**src/rtl/acadia_clk_gate_ctrl.sv**
```systemverilog
// Idle-detect clock-gate controller: counts idle cycles, warns the client for one
// cycle, gates the downstream clock, and restores it with a ready warm-up window.
module acadia_clk_gate_ctrl #(
  parameter int CNT_W       = 8,
  parameter int WAKE_CYCLES = 2,
  parameter int STAT_W      = 16
) (
  input  logic              clk,
  input  logic              rst,
  input  logic              busy,
  input  logic              wake_req,
  input  logic              force_on,
  input  logic [CNT_W-1:0]  idle_thresh,
  output logic              gate_en,
  output logic              ready,
  output logic              gated,
  output logic [STAT_W-1:0] gated_cycles
);

  localparam int WK_W = (WAKE_CYCLES > 1) ? $clog2(WAKE_CYCLES) : 1;

  typedef enum logic [1:0] {S_ACTIVE, S_PREGATE, S_GATED, S_WAKE} state_t;

  state_t           state, state_nxt;
  logic [CNT_W-1:0] idle_cnt, idle_cnt_nxt;
  logic [WK_W-1:0]  wake_cnt, wake_cnt_nxt;
  logic             idle, thresh_zero, thresh_hit;
  logic             gate_en_nxt, ready_nxt, gated_nxt;

  assign idle        = ~busy & ~wake_req & ~force_on;
  assign thresh_zero = (idle_thresh == '0);
  // Wraps when the threshold is zero, but thresh_zero is always checked first.
  assign thresh_hit  = (idle_cnt >= (idle_thresh - CNT_W'(1)));

  always_ff @(posedge clk) begin
    if (rst) begin
      state        <= S_ACTIVE;
      idle_cnt     <= '0;
      wake_cnt     <= '0;
      gate_en      <= 1'b1;
      ready        <= 1'b1;
      gated        <= 1'b0;
      gated_cycles <= '0;
    end else begin
      state    <= state_nxt;
      idle_cnt <= idle_cnt_nxt;
      wake_cnt <= wake_cnt_nxt;
      gate_en  <= gate_en_nxt;
      ready    <= ready_nxt;
      gated    <= gated_nxt;
      if (gated && !(&gated_cycles))
        gated_cycles <= gated_cycles + STAT_W'(1);
    end
  end

  always_comb begin
    state_nxt    = state;
    idle_cnt_nxt = '0;
    wake_cnt_nxt = '0;
    unique case (state)
      S_ACTIVE: begin
        if (idle && !thresh_zero) begin
          if (thresh_hit)
            state_nxt = S_PREGATE;
          else
            idle_cnt_nxt = (&idle_cnt) ? idle_cnt : idle_cnt + CNT_W'(1);
        end
      end
      S_PREGATE: begin
        // Any activity, wake or override during the warning cycle aborts gating.
        if (busy || wake_req || force_on || thresh_zero)
          state_nxt = S_ACTIVE;
        else
          state_nxt = S_GATED;
      end
      S_GATED: begin
        if (wake_req || force_on)
          state_nxt = S_WAKE;
      end
      S_WAKE: begin
        if (wake_cnt == WK_W'(WAKE_CYCLES - 1))
          state_nxt = S_ACTIVE;
        else
          wake_cnt_nxt = wake_cnt + WK_W'(1);
      end
      default: state_nxt = S_ACTIVE;
    endcase
  end

  // Outputs are decoded from the next state so the registered copies line up with state.
  always_comb begin
    gate_en_nxt = 1'b1;
    ready_nxt   = 1'b1;
    gated_nxt   = 1'b0;
    unique case (state_nxt)
      S_ACTIVE:  begin gate_en_nxt = 1'b1; ready_nxt = 1'b1; gated_nxt = 1'b0; end
      S_PREGATE: begin gate_en_nxt = 1'b1; ready_nxt = 1'b0; gated_nxt = 1'b0; end
      S_GATED:   begin gate_en_nxt = 1'b0; ready_nxt = 1'b0; gated_nxt = 1'b1; end
      S_WAKE:    begin gate_en_nxt = 1'b1; ready_nxt = 1'b0; gated_nxt = 1'b0; end
      default:   begin gate_en_nxt = 1'b1; ready_nxt = 1'b1; gated_nxt = 1'b0; end
    endcase
  end

endmodule

```
**config.mk**
```make
export PLATFORM = sky130hd
export DESIGN_NAME = acadia_clk_gate_ctrl
export DESIGN_NICKNAME = d
export VERILOG_FILES = /design/src/rtl/acadia_clk_gate_ctrl.sv
export SDC_FILE = /design/constraint.sdc
export NUM_CORES = 1
export LEC_CHECK = 0
export BUFFER_PORTS_ARGS = -buffer_cell sky130_fd_sc_hd__buf_2
export CORE_MARGIN = 2
export CORE_UTILIZATION = 31
export CTS_BUF_LIST = sky130_fd_sc_hd__clkbuf_16
export DETAILED_ROUTE_END_ITERATION = 7
export GPL_TIMING_DRIVEN = 1
export PLACE_DENSITY = 0.47
export SYNTH_ARGS = -nofsm -noshare
export SYNTH_HDL_FRONTEND = slang
export SYNTH_SLANG_ARGS = --single-unit
```
**constraint.sdc**
```tcl
create_clock -name clk -period 3.3 [get_ports clk]
set_clock_uncertainty 0.1 [all_clocks]
set_input_delay 0 -clock clk [delete_from_list [all_inputs] [get_ports clk]]
set_output_delay 0 -clock clk [all_outputs]
set_load 0.01 [all_outputs]
```
* Word level (Yosys, flattened, before mapping) *
Cells that the tools add are included.

cells by class
  add/subtract/negate cells = 4
  $lt $le $gt $ge = 1
  eq/ne operators = 6
  muxes and demuxes = 9
  bitwise operators = 8
  reduce and logical (&&, ||, !) cells = 17

operator list
  kind                     count
  $add A16 B1 Y16 const B  1
  $reduce_and A16 Y1       1
  $mux W2                  5
  $reduce_or A3 Y1         3
  $add A8 B1 Y8 const B    1
  $eq A2 B2 Y1 const B     4
  $ge A8 B8 Y1             1
  $logic_not A8 Y1         1
  $pmux W2 S4              1
  $reduce_and A8 Y1        1
  $sub A8 B1 Y8 const B    1
  $not A1 Y1               6
  $pmux W1 S2              3
  $eq A2 B1 Y1 const B     2
  $logic_not A2 Y1         2
  $logic_or A1 B1 Y1       4
  $reduce_or A4 Y1         1
  $and A1 B1 Y1            2
  $logic_and A1 B1 Y1      2
  $logic_not A1 Y1         2
  $add A1 B1 Y1 const B    1

storage, ports and cells
  bits in registers = 30
  input port bits = 13
  output and inout port bits = 19
  logic and storage cells = 52

* Longest topological paths before layout *
  depth in word-level cells = 9
  mapped depth = 9
  mapped depth without buffers = 9

* Worst setup path after synthesis *
Ideal clock, no wire load.

  kind = in2reg
  start point = input port idle_thresh[3]
  end point = register idle_cnt[6]
  setup time = 87 ps
  arrival = 1915 ps
  data required time = 3113 ps
  path slack = 1198 ps
  cell stages on the path = 8
  cell sequence = nor4_1 > nand2_1 > xor2_1 > ha_1 > and2_1 > a221oi_1 > o211ai_1 > a211oi_1

on the way
  word-level cells in the longest chain between the ends = 5
  elaborated cells between the ends (all ways) = 7
  classes of those cells = 1 x add/sub; 1 x order compare; 1 x bitwise; 4 x reduce/logical

RTL lines
  element                                                RTL line  text
  start, declared                                        13        input logic [CNT_W-1:0] idle_thresh,
  branches (longest 4 deep; another with $sub A8 B1 Y8)  n/a
  $reduce_or A4 Y1 (no source line) (*)                  n/a
  end signal, assigned                                   46        idle_cnt <= idle_cnt_nxt;
  end, declared                                          25        logic [CNT_W-1:0] idle_cnt, idle_cnt_nxt;

Every way passes the cells marked *.
A chain may end at the register's enable or synchronous reset.

* Worst setup path after layout *
Ends and elaborated chain as after synthesis.

==> results by group <==
Outcome
  • Status: completed

Route
  • WL/cell: between 10 and 15 microns
  • Via count: 1,539
  • DR pass1 iterations: 4
  • First DRT Iteration DRCs: 57
  • Residual DRC count: 0
  • Avg Vias per Cell: 5.06
  • Final wirelength: approximately 3600 microns
  • Detail Route Antenna Nets: 0

Worst setup path
  • WP data arrival: 2.40 ns
  • Crit end category: register
  • CP Buf/Inv Count: 1
  • Slowest stage cell, crit path: nor4_1
  • Cell class contributing the biggest share of worst-path delay: compound AO/OA/AOI/OAI gates
  • CP Cell Sequence: buf_2 -> nor4_1 -> nand2_1 -> xor2_1 -> ha_1 -> and2_1 -> a221oi_1 -> o211ai_1 -> a211oi_1
  • CP Max Fanout: 8
  • CP required: 3.38 ns
  • Worst setup SP type: input port
  • Worst path max stage delay: 0.61 ns
  • Worst setup path category: in -> reg

Finish
  • Multi-input gate area: between 0.001 and 0.0015 sq mm
  • Nets: between 200 and 300
  • Most frequent cells in the layout: buf_2, dfxtp_1, nand2_1, nor2_1
  • Filler cells: 558
  • Final core utilization: 0.387
  • Antenna Diode Count: 0
  • Layout cells sized above 1: 0.198
  • Commonest non-fill, non-tap cell in the layout: buf_2
  • P&R area growth vs syn: 22.2%
  • Seq. cell area: 601 sq um
  • Final cell count without fillers: 304
  • Final Cell Area: approximately 0.0021 sq mm

CTS
  • Reg clk slew, reported paths: ~0.05 ns
  • TritonCTS Buffers: 5
  • Clk_lat worst skew: around 0.27 ns
  • Post-cts resize count: 0
  • H-tree depth: 2
  • Clk root buf: clkbuf_16
  • Clock Sinks: 30
  • CTS tree: built
  • Setup bufs post-CTS: 0
  • Deepest clock path buffer count: 2

STA
  • Final-report max-slew violation count: 0
  • Period Utilization, post-route: 0.705
  • Setup TNS: 0 ns
  • Final setup violation count: 0
  • Max Fclk: 0.430 GHz
  • Fin crit period: 2.33 ns
  • Slew @ Worst Pin: 0.700 ns
  • Final worst slack: 0.974 ns
  • Rel. slew slack: 0.532
  • Final hold viol count: 0
  • RSZ-0062 raised after global routing: false

Place
  • Worst slack, placed: between 0.6 and 0.7 ns
  • Dpl hpwl: around 2800 microns
  • GPL Wtd Cong: roughly 0.74
  • Placed insts: 294
  • Cell Area, Placed: between 0.0015 and 0.002 sq mm
  • IO buf count: 31

Synthesis
  • Prevailing post-synth register cell: dfxtp_1
  • Yosys reg bits: 30
  • Synth Area in Adders: 0.0877
  • Syn Std Cell Area: 0.00171 sq mm
  • Asr flop ratio synth: 0
  • Seq/Total Area, Yosys: 0.351
  • Main area contributors after synthesis: dfxtp_1, ha_1, a21oi_1
  • Synth area leader: dfxtp_1
  • Cells after Synth: 195
  • Compound-Gate Fraction of Synth Area: 0.188
  • Syn nets: 220
  • Ys Warns: 0
  • Syn avg cell area: 8.78 sq um
  • Post-synth cell types: 47
  • Mux cell area share after synthesis: 0.0241
  • Yosys top cell area share: 0.351
  • Post-synth EDFFs: 0
  • Largest family of logic cells by synthesized area: simple AND/OR/NAND/NOR gates
  • Post-Synth XOR/XNOR Area: 0.0409
  • Post-synthesis simple-gate area fraction: 0.280

Power
  • VDD IR-drop max: 190 uV
  • LEAKAGE: 0.000852 uW
  • Pwr per Cell Area: 395 mW/mm^2

Floorplanning
  • Die Area: 0.00614 sq mm
  • Core ar.: 0.00541 sq mm
  • Die Span X: roughly 78 microns
  • Top Ports: 32
  • Initial core utilization: 0.317
  • Die H: about 78 microns
  • FP Rows: 27

Flow run
  • Max Cap Violations: 0

Global route
  • GRT Util Overall: 0.126
  • Pin count of the biggest net entering global routing: 22
  • First-pass GRT wire length: about 6300 microns
  • Initial antenna violation count: 0
  • GRT overflow: 0
  • Vias in the first global route: between 1,000 and 1,500

Worst hold path
  • Hold crit path type: in -> reg
per-layer routing:
layer / wire [microns] / share of wire / up-vias / GRT usage
li1: - / - / 824 / -
met1: 1850 / 0.51 / 680 / 0.160
met2: 1600 / 0.44 / 30 / 0.209
met3: 147 / 0.040 / 5 / 0.0299
met4: 47 / 0.013 / 0 / 0.0474
met5: 0 / 0 / - / 0
cell usage after synthesis, drive strengths merged, types with 2 or more instances:
cell type and instances:
a211oi 4, a21o 2, a21oi 12, a31oi 5, and3 3, and4 3, clkbuf 3, dfxtp 30
ha 12, inv 7, mux2i 3, nand2 13, nand3 10, nand4 8, nor2 13, nor2b 3
nor3 10, nor3b 2, nor4 3, o211ai 4, o21ai 8, o31ai 3, o41ai 2, or2 2
or3 6, or4 2, xnor2 4, xor2 4
power breakdown:
part	switching, uW	internal (uW)
Sequential	0.548	363
Clock	150	271
Combinational	23.2	18.8
worst min-delay path: stages:
cell	delay [ns]
buf_2	0.07
or3_1	0.12
a211oi_2	0.06
o2bb2ai_1	0.11
sequential cells by signal (all words and copies together) (netlist names):
| signal | cells |
|---|---|
| gated_cycles | 16 |
| idle_cnt | 8 |
| wake_cnt | 1 |
| gate_en | 1 |
| gated | 1 |
| state | 2 |
| ready | 1 |
what timing repair did:
item,4_1_cts,5_1_grt
endpoints found under the setup margin,0,0
endpoints found under the hold margin,3,0
hold buffers,2,0
path summary, 6_finish.rpt:
check,start,to,slack [ns],depth (start not counted)
max,idle_thresh[3],idle_cnt[6],0.97,9
min,busy,state[0],0.04,4
max reg2reg,idle_cnt[5],idle_cnt[6],1.30,5
min reg2reg,wake_cnt,wake_cnt,0.37,1
kinds of logic (layout without fill, tap and decap cells):
logic type / after synthesis / count (layout)
AOI/OAI and AO/OA: 48 / 48
xor gates and xnor gates: 8 / 8
adders and majority gates: 12 / 12
buffers and inverters: 11 / 48
DFF: 30 / 30
muxes: 4 / 4
and+or+nand+nor: 82 / 82
layout make-up:
| cell class | count | share of cell area |
|---|---|---|
| Multi-Input combinational cell | 154 | 0.508 |
| Sequential cell | 30 | 0.287 |
| Timing Repair Buffer | 33 | 0.0837 |
| Clock buffer | 5 | 0.0598 |
| Tap cell | 72 | 0.0430 |
| Inverter | 7 | 0.0126 |
| Clock inverter | 3 | 0.00598 |
stage by stage:
step / total power, uW / hold slack (ns)
after floorplan: 395 / 0.0668
after global placement: 413 / 0.185
after detailed placement: 412 / 0.192
after CTS: 841 / 0.0287
after global routing: 862 / 0.0830
final: 827 / 0.0376
Power figures use the tool's default switching activity.
